## src/rtl/cic_decim_mc.sv

```systemverilog
// Multichannel PDM-to-PCM CIC decimator: per-channel integrators, one time-shared comb, framed output.
// Optional macro CIC_ROUND_EN: output rounded half-up with positive saturation instead of truncated.
module cic_decim_mc #(
    parameter int CH    = 4,
    parameter int ORDER = 3,
    parameter int DECIM = 64,
    parameter int OUT_W = 16,
    localparam int W    = ORDER * $clog2(DECIM) + 2,
    localparam int CH_W = (CH > 1) ? $clog2(CH) : 1
) (
    input  logic             clk,
    input  logic             rst,
    input  logic             pdm_en,
    input  logic [CH-1:0]    pdm_in,
    output logic [OUT_W-1:0] out_data,
    output logic [CH_W-1:0]  out_ch,
    output logic             out_last,
    output logic             out_valid,
    input  logic             out_ready,
    output logic             overrun,
    input  logic             clr_ovr
);

    localparam int DEC_W = $clog2(DECIM);

    typedef enum logic [1:0] {IDLE, COMB, DRAIN} state_t;

    logic [DEC_W-1:0] dec_cnt_q;
    logic             snap;
    logic [W-1:0]     snap_all [CH];

    assign snap = pdm_en && (dec_cnt_q == DEC_W'(DECIM - 1));

    always_ff @(posedge clk or posedge rst) begin
        if (rst) begin
            dec_cnt_q <= '0;
        end else if (pdm_en) begin
            dec_cnt_q <= dec_cnt_q + DEC_W'(1);
        end
    end

    // Integrators read the previous stage's registered value, so each stage adds one sample of delay.
    generate
        for (genvar gi = 0; gi < CH; gi++) begin : g_ch
            logic [W-1:0] in_ext;
            logic [W-1:0] integ_q [ORDER];
            logic [W-1:0] snap_q;

            assign in_ext      = pdm_in[gi] ? W'(1) : {W{1'b1}};
            assign snap_all[gi] = snap_q;

            always_ff @(posedge clk or posedge rst) begin
                if (rst) begin
                    for (int s = 0; s < ORDER; s++) begin
                        integ_q[s] <= '0;
                    end
                    snap_q <= '0;
                end else begin
                    if (pdm_en) begin
                        integ_q[0] <= integ_q[0] + in_ext;
                        for (int s = 1; s < ORDER; s++) begin
                            integ_q[s] <= integ_q[s] + integ_q[s-1];
                        end
                    end
                    if (snap) begin
                        snap_q <= integ_q[ORDER-1];
                    end
                end
            end
        end
    endgenerate

    state_t          state_q;
    logic [CH_W-1:0] k_q;
    logic [W-1:0]    dly_q  [CH][ORDER];
    logic [OUT_W-1:0] obuf_q [CH];
    logic [W-1:0]    comb_stage [ORDER];
    logic [W-1:0]    comb_acc;
    logic [W-1:0]    comb_res;
    logic [OUT_W-1:0] word_d;
    logic [CH_W-1:0] next_k;

    logic [OUT_W-1:0] out_data_q;
    logic [CH_W-1:0]  out_ch_q;
    logic             out_last_q;
    logic             out_valid_q;
    logic             overrun_q;

    // Shared comb: the channel selected by k_q runs through all stages in one cycle.
    always_comb begin
        comb_acc = snap_all[k_q];
        for (int s = 0; s < ORDER; s++) begin
            comb_acc      = comb_acc - dly_q[k_q][s];
            comb_stage[s] = comb_acc;
        end
    end

    assign comb_res = comb_stage[ORDER-1];
    assign next_k   = k_q + CH_W'(1);

    generate
        if (OUT_W == W) begin : g_full
            assign word_d = comb_res;
        end else begin : g_narrow
            logic [OUT_W-1:0] trunc;
            assign trunc = comb_res[W-1 -: OUT_W];
`ifdef CIC_ROUND_EN
            localparam logic [OUT_W-1:0] MAX_POS = {1'b0, {(OUT_W-1){1'b1}}};
            logic rbit;
            logic unused_lsbs;
            assign rbit        = comb_res[W-OUT_W-1];
            assign unused_lsbs = ^comb_res[W-OUT_W-1:0];
            assign word_d      = (rbit && trunc == MAX_POS) ? MAX_POS : trunc + OUT_W'(rbit);
`else
            logic unused_lsbs;
            assign unused_lsbs = ^comb_res[W-OUT_W-1:0];
            assign word_d      = trunc;
`endif
        end
    endgenerate

    // k_q is the comb channel in COMB and the presented word index in DRAIN.
    always_ff @(posedge clk or posedge rst) begin
        if (rst) begin
            state_q     <= IDLE;
            k_q         <= '0;
            out_data_q  <= '0;
            out_ch_q    <= '0;
            out_last_q  <= 1'b0;
            out_valid_q <= 1'b0;
            overrun_q   <= 1'b0;
            for (int c = 0; c < CH; c++) begin
                obuf_q[c] <= '0;
                for (int s = 0; s < ORDER; s++) begin
                    dly_q[c][s] <= '0;
                end
            end
        end else begin
            if (clr_ovr) begin
                overrun_q <= 1'b0;
            end
            case (state_q)
                IDLE: begin
                    if (snap) begin
                        state_q <= COMB;
                        k_q     <= '0;
                    end
                end
                COMB: begin
                    obuf_q[k_q]    <= word_d;
                    dly_q[k_q][0]  <= snap_all[k_q];
                    for (int s = 1; s < ORDER; s++) begin
                        dly_q[k_q][s] <= comb_stage[s-1];
                    end
                    if (k_q == CH_W'(CH - 1)) begin
                        state_q <= DRAIN;
                        k_q     <= '0;
                    end else begin
                        k_q <= next_k;
                    end
                end
                DRAIN: begin
                    if (snap) begin
                        overrun_q   <= 1'b1;
                        state_q     <= COMB;
                        k_q         <= '0;
                        out_valid_q <= 1'b0;
                        out_last_q  <= 1'b0;
                    end else if (!out_valid_q) begin
                        out_data_q  <= obuf_q[k_q];
                        out_ch_q    <= k_q;
                        out_last_q  <= (k_q == CH_W'(CH - 1));
                        out_valid_q <= 1'b1;
                    end else if (out_ready) begin
                        if (out_last_q) begin
                            state_q     <= IDLE;
                            k_q         <= '0;
                            out_valid_q <= 1'b0;
                            out_last_q  <= 1'b0;
                        end else begin
                            out_data_q <= obuf_q[next_k];
                            out_ch_q   <= next_k;
                            out_last_q <= (next_k == CH_W'(CH - 1));
                            k_q        <= next_k;
                        end
                    end
                end
                default: state_q <= IDLE;
            endcase
        end
    end

    assign out_data  = out_data_q;
    assign out_ch    = out_ch_q;
    assign out_last  = out_last_q;
    assign out_valid = out_valid_q;
    assign overrun   = overrun_q;

endmodule

```

## config.mk

```make
export PLATFORM = sky130hd
export DESIGN_NAME = cic_decim_mc
export DESIGN_NICKNAME = d
export VERILOG_FILES = /design/src/rtl/cic_decim_mc.sv
export SDC_FILE = /design/constraint.sdc
export NUM_CORES = 2
export LEC_CHECK = 0
export BUFFER_PORTS_ARGS = -buffer_cell sky130_fd_sc_hd__clkbuf_2
export CORE_MARGIN = 10
export CORE_UTILIZATION = 58
export CTS_CLUSTER_DIAMETER = 200
export DETAILED_ROUTE_END_ITERATION = 10
export GPL_ROUTABILITY_DRIVEN = 0
export GPL_TIMING_DRIVEN = 0
export PLACE_DENSITY = 0.77
export SYNTH_ARGS = -nofsm -noshare
export SYNTH_HDL_FRONTEND = slang
export SYNTH_SLANG_ARGS = --single-unit
```

## constraint.sdc

```tcl
create_clock -name clk -period 20.3 [get_ports clk]
set_clock_uncertainty 0.15 [all_clocks]
set_input_delay 3.045 -clock clk [delete_from_list [all_inputs] [get_ports clk]]
set_output_delay 3.045 -clock clk [all_outputs]
set_load 0.02 [all_outputs]
```

==> impl_metrics.json <==
{
  "grt_max_degree": 42,
  "rsz0062_at_grt": "no",
  "cts_buffer_depth": 3,
  "hold_viol_final": 0,
  "critical_path_class": "reg -> reg",
  "syn_area_per_cell_sq_um": 10.9,
  "cts.sinks": 655,
  "r2r_cells": 31,
  "cts_tree": "built",
  "fmax_mhz": 89.6,
  "firstDrtPassIters": 6,
  "track_usage": 0.254,
  "synth_cell_types": 80,
  "cts_setup_buffers": 0,
  "drv_slew": 0,
  "clk_pin_slew_worst_paths_ps": 70,
  "synth.area.top_cells": "dfrtp_1 41%, mux2_2 11%, ha_1 9.0%",
  "synth_top_area_share": 0.414,
  "synth.cell_area_sq_mm": 0.0396,
  "status": "finished, final reports clean",
  "fin_cells": 4689,
  "drive_gt1_frac": 0.193,
  "drc_errors": 0,
  "cp.required_ps": 20700,
  "critPathMaxFanout": 10,
  "crit_family": "compound AO/OA/AOI/OAI gates",
  "ys_ff_latch": 655,
  "ctsResizeCount": 0,
  "dp_hpwl_microns": 73400,
  "holdWs_ps": 317,
  "num_vias": 29300,
  "max_slew.worst_pin.slew_ps": 1420,
  "holdBufCountCts": 0,
  "synth_warnings": 0,
  "cp_num_buf_inv": 6,
  "htreeDepth": 3,
  "wl_per_cell_microns": 21.3,
  "initial_utilization": 0.587,
  "syn-num-nets": 3947,
  "path_depth": 31,
  "period_share": 0.550,
  "die_area_sq_mm": 0.0792,
  "nets": 4068,
  "yosysMostFrequentCell": "dfrtp_1",
  "synth_commonest_cells": "655 x dfrtp_1, 401 x mux2_2, 286 x ha_1, 286 x nand2_1, 227 x o21ai_0",
  "ys.flop_type": "dfrtp_1",
  "synth_edf_count": 0,
  "syn_inst": 3638,
  "setup_viol": 0,
  "yosysTopAreaCell": "dfrtp_1",
  "drv_cap": 0,
  "dp.cells": 4557,
  "rows": 95,
  "num_antenna_cells": 0,
  "portBuffers": 28,
  "vias_per_cell": 6.25,
  "slowest_delay_ps": 830,
  "first_iter_violations": 2194,
  "ant_nets": 0,
  "crit_path_end_kind": "register",
  "die_w_microns": 281,
  "cts-root-buf": "clkbuf_16",
  "syn_to_final_growth_pct": 10.3,
  "ys_seq_area_frac": 0.414,
  "die_h_microns": 281,
  "fp.coreArea_sq_mm": 0.0675,
  "slew_headroom": 0.0511,
  "drt-total-wl_microns": 99900,
  "grt_pass1_vias": 29600,
  "num_io_pins": 30,
  "start_kind": "register",
  "crit_top_cell": "ha_1",
  "fillers": 5096,
  "tns_ps": 0,
  "synthArstFlopShare": 1.00,
  "hp-class": "reg -> reg",
  "cts_buffers": 73,
  "grt_pass1_wl_microns": 160000,
  "hold_path_depth": 1,
  "gr-total-overflow": 0,
  "period_minus_slack_ps": 11160,
  "clock_latency_ps": 630,
  "antenna_found_initial": 0,
  "slowest_stage": "buf_1",
  "crit_arrival_ps": 11570
}
[layer usage]
layer  wire length [microns]  part of all wire  GRT usage
met2                   49100              0.49      0.435
met4                    5170             0.052      0.123
met5                       0                 0          0
met1                   41100              0.41      0.314
met3                    4590             0.046     0.0336
[flip-flops by register name (all words and copies together) (netlist names), 6 cells and up]
register	cells
dec_cnt_q	6
dly_q	240
g_ch.integ_q	240
g_ch.snap_q	80
obuf_q	64
out_data	16
[through the flow]
| stage | utilization | setup WS [ps] | cell area (sq um) |
|---|---|---|---|
| after global routing | 0.647 | 8700 | 43700 |
| after floorplan | - | 8150 | 39600 |
| after detailed placement | 0.611 | 9650 | 41200 |
| after global placement | 0.605 | 4320 | 40900 |
| final | 0.647 | 9140 | 43700 |
| after CTS | 0.647 | 9440 | 43700 |
[area by class of cell]
class                      instances  area, sq um  area share
tap                              873         1090      0.0250
multi-input combinational       2646        22000       0.502
inverter                         193          728      0.0167
sequential                       655        16400       0.375
clock buffer                     103         2120      0.0485
buffer                           144          562      0.0129
clock inverter                    29          354     0.00810
timing repair buffer              46          500      0.0115
[path summary, 6_finish.rpt]
| path | startpoint | endpoint | slack (ps) |
|---|---|---|---|
| worst max register to register | k_q[1] | obuf_q[31] | 9140 |
| worst max-delay path | k_q[1] | obuf_q[31] | 9140 |
| worst min-delay path | g_ch[2].integ_q[19] | g_ch[2].integ_q[19] | 320 |
| worst min register to register | g_ch[2].integ_q[19] | g_ch[2].integ_q[19] | 320 |
| max in group asynchronous | rst | g_ch[3].integ_q[47] | 15990 |
| min in group asynchronous | rst | out_data[3] | 2210 |
[placed cells by master, fill, tap and decap left out, types with 37 or more instances in the layout]
| cell type | count |
|---|---|
| a211oi_1 | 39 |
| a21o_1 | 66 |
| a21oi_1 | 196 |
| clkbuf_1 | 120 |
| clkbuf_16 | 75 |
| dfrtp_1 | 655 |
| ha_1 | 286 |
| inv_1 | 190 |
| mux2_2 | 401 |
| mux2i_1 | 37 |
| mux4_2 | 107 |
| nand2_1 | 286 |
| nand3_1 | 60 |
| nor2_1 | 133 |
| nor3_1 | 102 |
| o21a_1 | 55 |
| o21ai_0 | 227 |
| o31ai_1 | 57 |
| xnor2_1 | 147 |
| xor2_1 | 46 |
[logic make-up (layout without fill, tap and decap cells)]
kind of cell / count (synthesis) / count (layout) / share of synthesized area
AOI/OAI and AO/OA: 818 / 818 / 0.132
adders and majority gates: 305 / 305 / 0.0987
DFF: 655 / 655 / 0.414
xor gates and xnor gates: 196 / 196 / 0.0443
buffers and inverters: 337 / 515 / 0.0325
muxes: 548 / 548 / 0.185
and+or+nand+nor: 779 / 779 / 0.0940
Power is not shown: default switching activity piles up to over one toggle a cycle in this logic, so the estimate is an artifact.
